$ cat src/rtl/ex_stage_if.sv
// Execute-stage bus: ID/EX operands and controls in, EX/MEM register contents out,
// plus forwarding selects and hazard-unit controls.
interface ex_stage_if;
    logic [15:0] RegA;
    logic [15:0] RegB;
    logic [15:0] Immediate;
    logic [15:0] PC;
    logic [2:0]  AluOp;
    logic        AluSrc;
    logic        SetFlags;
    logic        RegWr;
    logic [2:0]  Rd;
    logic [6:0]  MemSignals;
    logic        ValidIn;
    logic [1:0]  FwdA;
    logic [1:0]  FwdB;
    logic [15:0] DataWB;
    logic        Stall;
    logic        Flush;

    logic [15:0] AluResult;
    logic [15:0] Immediate2;
    logic [15:0] PC2;
    logic [15:0] StoreData;
    logic [6:0]  signals;
    logic        RegWr2;
    logic [2:0]  Rd2;
    logic        Valid2;
    logic        Zero;
    logic        Negative;
    logic        Carry;

    modport master (
        output RegA, RegB, Immediate, PC, AluOp, AluSrc, SetFlags, RegWr, Rd,
               MemSignals, ValidIn, FwdA, FwdB, DataWB, Stall, Flush,
        input  AluResult, Immediate2, PC2, StoreData, signals, RegWr2, Rd2,
               Valid2, Zero, Negative, Carry
    );

    modport slave (
        input  RegA, RegB, Immediate, PC, AluOp, AluSrc, SetFlags, RegWr, Rd,
               MemSignals, ValidIn, FwdA, FwdB, DataWB, Stall, Flush,
        output AluResult, Immediate2, PC2, StoreData, signals, RegWr2, Rd2,
               Valid2, Zero, Negative, Carry
    );
endinterface

$ cat src/rtl/ex_stage.sv
// Execute stage: operand forwarding, 16-bit ALU, EX/MEM pipeline register and
// condition-flag register, with stall/flush handling from the hazard unit.
module ex_stage (
    input  logic       clk,
    input  logic       reset,
    ex_stage_if.slave  ex
);
    logic [15:0] alu_result_q, alu_result_d;
    logic [15:0] immediate2_q, immediate2_d;
    logic [15:0] pc2_q, pc2_d;
    logic [15:0] store_data_q, store_data_d;
    logic [6:0]  signals_q, signals_d;
    logic        reg_wr2_q, reg_wr2_d;
    logic [2:0]  rd2_q, rd2_d;
    logic        valid2_q, valid2_d;
    logic        zero_q, zero_d;
    logic        negative_q, negative_d;
    logic        carry_q, carry_d;

    logic [15:0] op_a, fwd_b, op_b, alu_res;
    logic [16:0] sum;
    logic        alu_carry;

    always_comb begin
        case (ex.FwdA)
            2'd1:    op_a = alu_result_q;
            2'd2:    op_a = ex.DataWB;
            default: op_a = ex.RegA;
        endcase
        case (ex.FwdB)
            2'd1:    fwd_b = alu_result_q;
            2'd2:    fwd_b = ex.DataWB;
            default: fwd_b = ex.RegB;
        endcase
        op_b = ex.AluSrc ? ex.Immediate : fwd_b;
    end

    always_comb begin
        alu_res   = '0;
        alu_carry = 1'b0;
        sum       = '0;
        case (ex.AluOp)
            3'b000: alu_res = op_a & op_b;
            3'b001: begin
                sum       = {1'b0, op_a} + {1'b0, op_b};
                alu_res   = sum[15:0];
                alu_carry = sum[16];
            end
            3'b010: begin
                sum       = {1'b0, op_a} + {1'b0, ~op_b} + 17'd1;
                alu_res   = sum[15:0];
                alu_carry = sum[16];
            end
            3'b011: alu_res = op_a | op_b;
            3'b100: alu_res = op_a << op_b[3:0];
            3'b101: alu_res = op_a >> op_b[3:0];
            3'b110: alu_res = $signed(op_a) >>> op_b[3:0];
            3'b111: alu_res = op_b;
            default: alu_res = '0;
        endcase
    end

    // Flush outranks Stall; a flushed or invalid slot carries no side-effect controls.
    always_comb begin
        alu_result_d = alu_result_q;
        immediate2_d = immediate2_q;
        pc2_d        = pc2_q;
        store_data_d = store_data_q;
        signals_d    = signals_q;
        reg_wr2_d    = reg_wr2_q;
        rd2_d        = rd2_q;
        valid2_d     = valid2_q;
        zero_d       = zero_q;
        negative_d   = negative_q;
        carry_d      = carry_q;
        if (ex.Flush) begin
            signals_d = '0;
            reg_wr2_d = 1'b0;
            valid2_d  = 1'b0;
        end else if (!ex.Stall) begin
            alu_result_d = alu_res;
            immediate2_d = ex.Immediate;
            pc2_d        = ex.PC;
            store_data_d = fwd_b;
            signals_d    = ex.ValidIn ? ex.MemSignals : '0;
            reg_wr2_d    = ex.RegWr & ex.ValidIn;
            rd2_d        = ex.Rd;
            valid2_d     = ex.ValidIn;
            if (ex.ValidIn && ex.SetFlags) begin
                zero_d     = (alu_res == '0);
                negative_d = alu_res[15];
                carry_d    = alu_carry;
            end
        end
    end

    always_ff @(posedge clk or negedge reset) begin
        if (!reset) begin
            alu_result_q <= '0;
            immediate2_q <= '0;
            pc2_q        <= '0;
            store_data_q <= '0;
            signals_q    <= '0;
            reg_wr2_q    <= 1'b0;
            rd2_q        <= '0;
            valid2_q     <= 1'b0;
            zero_q       <= 1'b0;
            negative_q   <= 1'b0;
            carry_q      <= 1'b0;
        end else begin
            alu_result_q <= alu_result_d;
            immediate2_q <= immediate2_d;
            pc2_q        <= pc2_d;
            store_data_q <= store_data_d;
            signals_q    <= signals_d;
            reg_wr2_q    <= reg_wr2_d;
            rd2_q        <= rd2_d;
            valid2_q     <= valid2_d;
            zero_q       <= zero_d;
            negative_q   <= negative_d;
            carry_q      <= carry_d;
        end
    end

    assign ex.AluResult  = alu_result_q;
    assign ex.Immediate2 = immediate2_q;
    assign ex.PC2        = pc2_q;
    assign ex.StoreData  = store_data_q;
    assign ex.signals    = signals_q;
    assign ex.RegWr2     = reg_wr2_q;
    assign ex.Rd2        = rd2_q;
    assign ex.Valid2     = valid2_q;
    assign ex.Zero       = zero_q;
    assign ex.Negative   = negative_q;
    assign ex.Carry      = carry_q;
endmodule
$ cat src/flat_wrapper.sv
// flat-port wrapper written by rule: the top's interface ports become plain ports
module ex_stage_flat 
  (clk, reset, ex_RegA, ex_RegB, ex_Immediate, ex_PC, ex_AluOp, ex_AluSrc, ex_SetFlags, ex_RegWr, ex_Rd, ex_MemSignals, ex_ValidIn, ex_FwdA, ex_FwdB, ex_DataWB, ex_Stall, ex_Flush, ex_AluResult, ex_Immediate2, ex_PC2, ex_StoreData, ex_signals, ex_RegWr2, ex_Rd2, ex_Valid2, ex_Zero, ex_Negative, ex_Carry);
  ex_stage_if ex_i ();
  input  logic clk;
  input  logic reset;
  input wire logic [$bits(ex_i.RegA)-1:0] ex_RegA;
  input wire logic [$bits(ex_i.RegB)-1:0] ex_RegB;
  input wire logic [$bits(ex_i.Immediate)-1:0] ex_Immediate;
  input wire logic [$bits(ex_i.PC)-1:0] ex_PC;
  input wire logic [$bits(ex_i.AluOp)-1:0] ex_AluOp;
  input wire logic [$bits(ex_i.AluSrc)-1:0] ex_AluSrc;
  input wire logic [$bits(ex_i.SetFlags)-1:0] ex_SetFlags;
  input wire logic [$bits(ex_i.RegWr)-1:0] ex_RegWr;
  input wire logic [$bits(ex_i.Rd)-1:0] ex_Rd;
  input wire logic [$bits(ex_i.MemSignals)-1:0] ex_MemSignals;
  input wire logic [$bits(ex_i.ValidIn)-1:0] ex_ValidIn;
  input wire logic [$bits(ex_i.FwdA)-1:0] ex_FwdA;
  input wire logic [$bits(ex_i.FwdB)-1:0] ex_FwdB;
  input wire logic [$bits(ex_i.DataWB)-1:0] ex_DataWB;
  input wire logic [$bits(ex_i.Stall)-1:0] ex_Stall;
  input wire logic [$bits(ex_i.Flush)-1:0] ex_Flush;
  output wire logic [$bits(ex_i.AluResult)-1:0] ex_AluResult;
  output wire logic [$bits(ex_i.Immediate2)-1:0] ex_Immediate2;
  output wire logic [$bits(ex_i.PC2)-1:0] ex_PC2;
  output wire logic [$bits(ex_i.StoreData)-1:0] ex_StoreData;
  output wire logic [$bits(ex_i.signals)-1:0] ex_signals;
  output wire logic [$bits(ex_i.RegWr2)-1:0] ex_RegWr2;
  output wire logic [$bits(ex_i.Rd2)-1:0] ex_Rd2;
  output wire logic [$bits(ex_i.Valid2)-1:0] ex_Valid2;
  output wire logic [$bits(ex_i.Zero)-1:0] ex_Zero;
  output wire logic [$bits(ex_i.Negative)-1:0] ex_Negative;
  output wire logic [$bits(ex_i.Carry)-1:0] ex_Carry;
  assign ex_i.RegA = ex_RegA;
  assign ex_i.RegB = ex_RegB;
  assign ex_i.Immediate = ex_Immediate;
  assign ex_i.PC = ex_PC;
  assign ex_i.AluOp = ex_AluOp;
  assign ex_i.AluSrc = ex_AluSrc;
  assign ex_i.SetFlags = ex_SetFlags;
  assign ex_i.RegWr = ex_RegWr;
  assign ex_i.Rd = ex_Rd;
  assign ex_i.MemSignals = ex_MemSignals;
  assign ex_i.ValidIn = ex_ValidIn;
  assign ex_i.FwdA = ex_FwdA;
  assign ex_i.FwdB = ex_FwdB;
  assign ex_i.DataWB = ex_DataWB;
  assign ex_i.Stall = ex_Stall;
  assign ex_i.Flush = ex_Flush;
  assign ex_AluResult = ex_i.AluResult;
  assign ex_Immediate2 = ex_i.Immediate2;
  assign ex_PC2 = ex_i.PC2;
  assign ex_StoreData = ex_i.StoreData;
  assign ex_signals = ex_i.signals;
  assign ex_RegWr2 = ex_i.RegWr2;
  assign ex_Rd2 = ex_i.Rd2;
  assign ex_Valid2 = ex_i.Valid2;
  assign ex_Zero = ex_i.Zero;
  assign ex_Negative = ex_i.Negative;
  assign ex_Carry = ex_i.Carry;
  ex_stage u_core (.clk(clk), .reset(reset), .ex(ex_i));
endmodule
$ cat config.mk
export PLATFORM = sky130hd
export DESIGN_NAME = ex_stage_flat
export DESIGN_NICKNAME = d
export VERILOG_FILES = /design/src/rtl/ex_stage_if.sv /design/src/rtl/ex_stage.sv /design/src/flat_wrapper.sv
export SDC_FILE = /design/constraint.sdc
export NUM_CORES = 1
export LEC_CHECK = 0
export CAP_MARGIN = 0
export CORE_MARGIN = 2
export CORE_UTILIZATION = 33
export DETAILED_ROUTE_END_ITERATION = 10
export GPL_TIMING_DRIVEN = 0
export PLACE_DENSITY = 0.55
export SETUP_SLACK_MARGIN = 0.02
export SLEW_MARGIN = 20
export SYNTH_ARGS = -nofsm -noshare
export SYNTH_HDL_FRONTEND = slang
export SYNTH_SLANG_ARGS = --single-unit
$ cat constraint.sdc
create_clock -name clk -period 4.71 [get_ports clk]
set_input_delay 0.942 -clock clk [delete_from_list [all_inputs] [get_ports clk]]
set_output_delay 0.942 -clock clk [all_outputs]
set_load 0.005 [all_outputs]
Word-level counts from Yosys, hierarchy flattened --
Cells that the tools add are included.
Storage, ports and cells: register bits 79, input port bits 105, output and inout port bits 79, word-level logic and storage cells 52
Operators by class: $add $sub $neg 3, equal/unequal tests 12, shifts and indexed selects 3, muxes and demuxes 12, bitwise gates (word level) 6, reduce and logical (&&, ||, !) cells 5
Operators by type and width (count):
- 16-bit one-hot mux with 8 select lines | 1
- 16-bit one-hot mux with 2 select lines | 2
- 16-bit by 16-bit adder with 17-bit output | 2
- 7-bit 2-to-1 mux | 3
- 17-bit by 1-bit adder with 17-bit output (second input constant) | 1
- 16-bit bitwise AND | 1
- 16-bit zero test | 1
- 16-bit 2-to-1 mux | 1
- 16-bit inverter | 1
- 16-bit OR | 1
- 16-bit by 4-bit left shift with 16-bit output | 1
- 16-bit by 4-bit right shift with 16-bit output | 1
- 16-bit by 4-bit >>> shifter with 16-bit output | 1
- 3-bit equality test (second input constant) | 4
- 3-bit by 2-bit equality test with 1-bit output (second input constant) | 2
- 2-bit by 1-bit equality test with 1-bit output (second input constant) | 2
- 2-bit equality test (second input constant) | 2
- 1-bit 2-to-1 mux | 4
- 3-bit by 1-bit equality test with 1-bit output (second input constant) | 1
- 3-bit zero test | 1
- 3-bit AND reduction | 1
- 2-bit by 1-bit inequality test with 1-bit output (second input constant) | 1
- 1-bit inverter | 2
- 1-bit one-hot mux with 2 select lines | 1
- 3 further kinds | 3

Logic depth before layout (Yosys ltp) --
depth after elaboration 8, mapped depth 22, mapped depth without buffers 18

Least setup slack after synthesis --
Ideal clock, no wire load.
kind input -> register, start input ex_FwdB[0], end register u_core.zero_q, in the netlist u_core.ex.Zero, library setup time 0.104 ns, arrival time 4.882 ns, required time 4.606 ns, setup slack -0.275 ns, stages 22, path buffers 4, path through inv_1 ha_1 buf_6 a22oi_2 a221o_1 buf_6 inv_4 buf_6 buf_6 ha_1 inv_1 fa_1 o21ba_2 o311ai_2 o21ai_0 a2111o_1 nand3_1 o211ai_1 o32ai_1 and4_1 nand4_1 o41ai_2
On the way: cells in the longest elaborated chain, start to end 8, elaborated cells between the ends (all ways) 15, those cells by class add/sub (3); eq/ne (2); shift (3); mux (3); bitwise (3); reduce/logical (1)
RTL lines:
- start, declared | RTL line flat_wrapper.sv:19 | input wire logic [$bits(ex_i.FwdB)-1:0] ex_FwdB;
- 2-bit equality test or 2-bit by 1-bit equality test with 1-bit output (tied branches) | RTL line ex_stage.sv:30 | case (ex.FwdB)
- 16-bit one-hot mux with 2 select lines * | RTL line ex_stage.sv:30
- 16-bit 2-to-1 mux * | RTL line ex_stage.sv:35 | op_b = ex.AluSrc ? ex.Immediate : fwd_b;
- 16-bit inverter | RTL line ex_stage.sv:50 | sum = {1'b0, op_a} + {1'b0, ~op_b} + 17'd1;
- 16-bit by 16-bit adder with 17-bit output | RTL line ex_stage.sv:50
- 17-bit by 1-bit adder with 17-bit output | RTL line ex_stage.sv:50
- 16-bit one-hot mux with 8 select lines * | RTL line ex_stage.sv:42 | case (ex.AluOp)
- 16-bit zero test * | RTL line ex_stage.sv:90 | zero_d = (alu_res == '0);
- end signal, assigned | RTL line ex_stage.sv:119 | zero_q <= zero_d;
- end, declared | RTL line ex_stage.sv:16 | logic zero_q, zero_d;
Mark *: on every way between the ends. The rest lies on a longest branch, timed or not. A chain may end at the register's enable or synchronous reset.

Final worst setup path --
Same ends and word-level chain as after synthesis.

==> results.json <==
{
  "status": "completed",
  "combPwrFrac_pct": 54.0,
  "multi_input_area_um2": 6047,
  "max-slew-margin-rel_pct": 29.44,
  "drtAntennaViolNets": 0,
  "first_pass_iters": 5,
  "numClockSinks": 79,
  "yosys_warnings": 0,
  "synth_edf_count": 0,
  "arrival_ns": 4.92,
  "via_count": 9328,
  "dp.cells": 1578,
  "worstHoldPathCells": 2,
  "mostFrequentLayoutCell": "nand2_1",
  "synth_seq_cells": 79,
  "routedWlPerCell_um": 23.89,
  "final_cells": 1624,
  "p_int_mw": 2.108,
  "grt-ovfl-total": 0,
  "clock.fmax_mhz": 213.8,
  "grtUsageMet1_pct": 40.05,
  "drcViolationCount": 0,
  "synth.net_count": 1234,
  "drt_wl_total_um": 38790,
  "antenna_found_initial": 1,
  "finClkSkew_ns": 0.007020,
  "portBuffers": 180,
  "grt_max_degree": 52,
  "dieHeight_um": 160.4,
  "busiest_layer": "met2",
  "cts_buffers": 9,
  "setup_viol": 0,
  "pwr-share-clk_pct": 21.9,
  "endpoint_kind": "register",
  "swShare_pct": 41.15,
  "timing.rr.start": "u_core.ex.AluResult[2]$_DFFE_PN0P_",
  "drive_above_1_share_pct": 15.79,
  "seq_area_frac_synth_pct": 24.48,
  "yosys.area.top_type": "dfrtp_1",
  "path_class": "in -> reg",
  "clk_pin_slew_worst_paths_ns": 0.06,
  "synthTopCellsByArea": "dfrtp_1, nand2_1, ha_1, mux2i_1, o21ai_0",
  "h-tree-depth": 3,
  "ir_worst_vdd_v": 0.0001872,
  "die-area_um2": 25740,
  "synthCells": 1073,
  "async_flop_share_pct": 100.0,
  "final_nets": 1454,
  "cap_violations": 0,
  "ys_types": 82,
  "place_area_um2": 10400,
  "initial_core_util_pct": 33.40,
  "design_area_um2": 11620,
  "grtUsageMet2_pct": 47.55,
  "areaGrowthSynthToFinish_pct": 43.90,
  "avgSynthCellArea_um2": 7.526,
  "hp-class": "reg -> reg",
  "clock_latency_ns": 0.35,
  "die_w_um": 160.4,
  "num_rows": 57,
  "io_pins": 184,
  "reg2reg_depth": 16,
  "hold_violations": 0,
  "r2r-end": "u_core.ex.Zero$_DFFE_PN0P_",
  "postCtsHoldBufs": 0,
  "worst_pin_slew_ns": 1.051,
  "finish.utilization_pct": 48.06,
  "ys.flop_type": "dfrtp_1",
  "cp-start-kind": "input pin",
  "cts.path.max_buffers": 2,
  "num-fill-cells": 2362,
  "p_leak_nw": 4.939,
  "hp-start": "u_core.ex.PC2[6]$_DFFE_PN0P_",
  "synth_top_area_share_pct": 24.48,
  "met3_usage_pct": 5.966,
  "worst-r2r-setup-slack_ns": 0.58,
  "crit_required_ns": 4.95,
  "core_area_um2": 24180,
  "min_period_ns": 4.676,
  "syn_area_um2": 8075,
  "root_buffer": "clkbuf_16",
  "area.sequential_um2": 1977,
  "grt_usage_pct": 29.58,
  "switchingPower_mw": 1.474,
  "place_hpwl_um": 29750,
  "drtIter0Drc": 1034,
  "grt_pass1_wl_um": 57500,
  "crit_fanout": 10,
  "first_global_vias": 8983,
  "cts_tree": "yes",
  "final_cell_mix": "nand2_1, clkdlybuf4s50_1, nor2_1",
  "gp_congestion": 0.9584,
  "whs_endpoint": "u_core.ex.PC2[6]$_DFFE_PN0P_",
  "rsz0062_at_grt": "true",
  "p_seq_share_pct": 24.1,
  "p_per_area_nw_per_um2": 308.3,
  "finalCritPeriodShare_pct": 99.29,
  "routed_via_density": 5.744,
  "drv_slew": 0
}
## repair_timing
action | CTS | global route
setup endpoints to repair | 18 | 7
buffers inserted | 18 | 16
gates resized for setup | 120 | 77
pin swaps | 24 | 35
cloned | 0 | 3
## per-layer routing
layer,up-vias,share of wire (%)
li1,4288,-
met1,4496,43
met2,462,46
met3,82,7.6
met4,0,3.8
met5,-,0
## sequential cells by signal, indices dropped and copies added (netlist names)
name / cells
u_core.ex.AluResult: 16
u_core.ex.Carry: 1
u_core.ex.Immediate2: 16
u_core.ex.Negative: 1
u_core.ex.PC2: 16
u_core.ex.Rd2: 3
u_core.ex.RegWr2: 1
u_core.ex.StoreData: 16
u_core.ex.Valid2: 1
u_core.ex.Zero: 1
u_core.ex.signals: 7
## power groups by stage
stage	Sequential [mW]	Clock, mW	Combinational (mW)
floorplan	0.867	0	0.953
global placement	0.872	0	1.67
detailed placement	0.872	0	1.67
CTS	0.863	0.799	1.79
global route	0.879	0.825	2.06
finish	0.865	0.784	1.93
## cell families (layout without fill, tap and decap cells)
family | after synthesis | in the layout | share of synthesized area (%)
XOR/XNOR | 15 | 15 | 1.627
multiplexers | 59 | 59 | 7.933
AND/OR/NAND/NOR | 406 | 406 | 21.63
adder cells (fa/ha/maj) | 57 | 57 | 8.987
buffers and inverters | 137 | 362 | 7.763
AO/OA/AOI/OAI | 320 | 320 | 27.58
other | 0 | 2 | 0
flip-flops | 79 | 79 | 24.48
## stage by stage
| stage | hold slack [ns] | setup WS (ns) | TNS [ns] | power (mW) |
|---|---|---|---|---|
| after floorplan | 0.4697 | 0.03368 | 0 | 1.819 |
| after global placement | 0.4585 | -1.679 | -39.15 | 2.547 |
| after detailed placement | 0.4608 | -1.684 | -16.69 | 2.542 |
| after CTS | 0.4761 | -0.1702 | -0.1702 | 3.448 |
| after global routing | 0.4951 | -0.1015 | -0.1015 | 3.766 |
| final | 0.4718 | 0.03360 | 0 | 3.583 |
## critical path, stage by stage
cell and delay (ns):
buf_8 0.08, inv_4 0.03, ha_4 0.28, buf_8 0.15, nor2b_2 0.16, o31a_1 0.28, buf_6 0.15, inv_1 0.07
buf_4 0.20, buf_4 0.24, ha_4 0.21, nand3_2 0.12, a21oi_1 0.30, a2111oi_4 0.09, o31ai_2 0.37, a21oi_1 0.17
nand4b_1 0.14, o41ai_2 0.11, nor4_2 0.29, o21ai_0 0.17, o41ai_2 0.33
## Yosys cell counts, drive strengths merged (4+ instances only)
master and count:
o21a 5, a22oi 24, nand3b 5, o211ai 11
o31ai 17, o221ai 11, nand2b 7, ha 54
mux2i 51, nor4 7, inv 53, or3 5
and3 5, o31a 5, mux2 7, o32ai 5
and2 6, a21oi 54, o2111ai 5, a221oi 12
clkbuf 47, buf 37, a211oi 6, nand2 219
o21bai 4, xnor2 10, o2bb2ai 5, o22ai 11
o21ai 83, xor2 5, a31oi 9, nor3 17
nor2 94, nand3 17, o22a 6, a2111oi 5
a221o 18, nor2b 14, dfrtp 79
## area by class of cell
type / instances / area share, %
Clock inverter: 4 / 0.6676
Tap cell: 324 / 3.489
Buffer: 75 / 4.199
Antenna cell: 2 / 0.04307
Sequential cell: 79 / 17.01
Inverter: 53 / 1.777
Timing Repair Buffer: 218 / 18.65
Multi-Input combinational cell: 857 / 52.04
Clock buffer: 12 / 2.121
## worst max-delay path by stage
stage | start | slack, ns | depth (start not counted) | to
4_1_cts | ex_FwdB[0] | -0.17 | 22 | u_core.ex.Zero$_DFFE_PN0P_
2_1_floorplan | ex_FwdB[0] | 0.03 | 19 | u_core.ex.Zero$_DFFE_PN0P_
5_1_grt | ex_FwdB[0] | -0.10 | 21 | u_core.ex.Zero$_DFFE_PN0P_
3_3_place_gp | ex_FwdB[0] | -1.68 | 22 | u_core.ex.Zero$_DFFE_PN0P_
3_5_place_dp | ex_FwdB[0] | -1.68 | 22 | u_core.ex.Zero$_DFFE_PN0P_
6_report | ex_FwdB[0] | 0.03 | 21 | u_core.ex.Zero$_DFFE_PN0P_
Note: power is estimated with default switching activity, not from simulation.
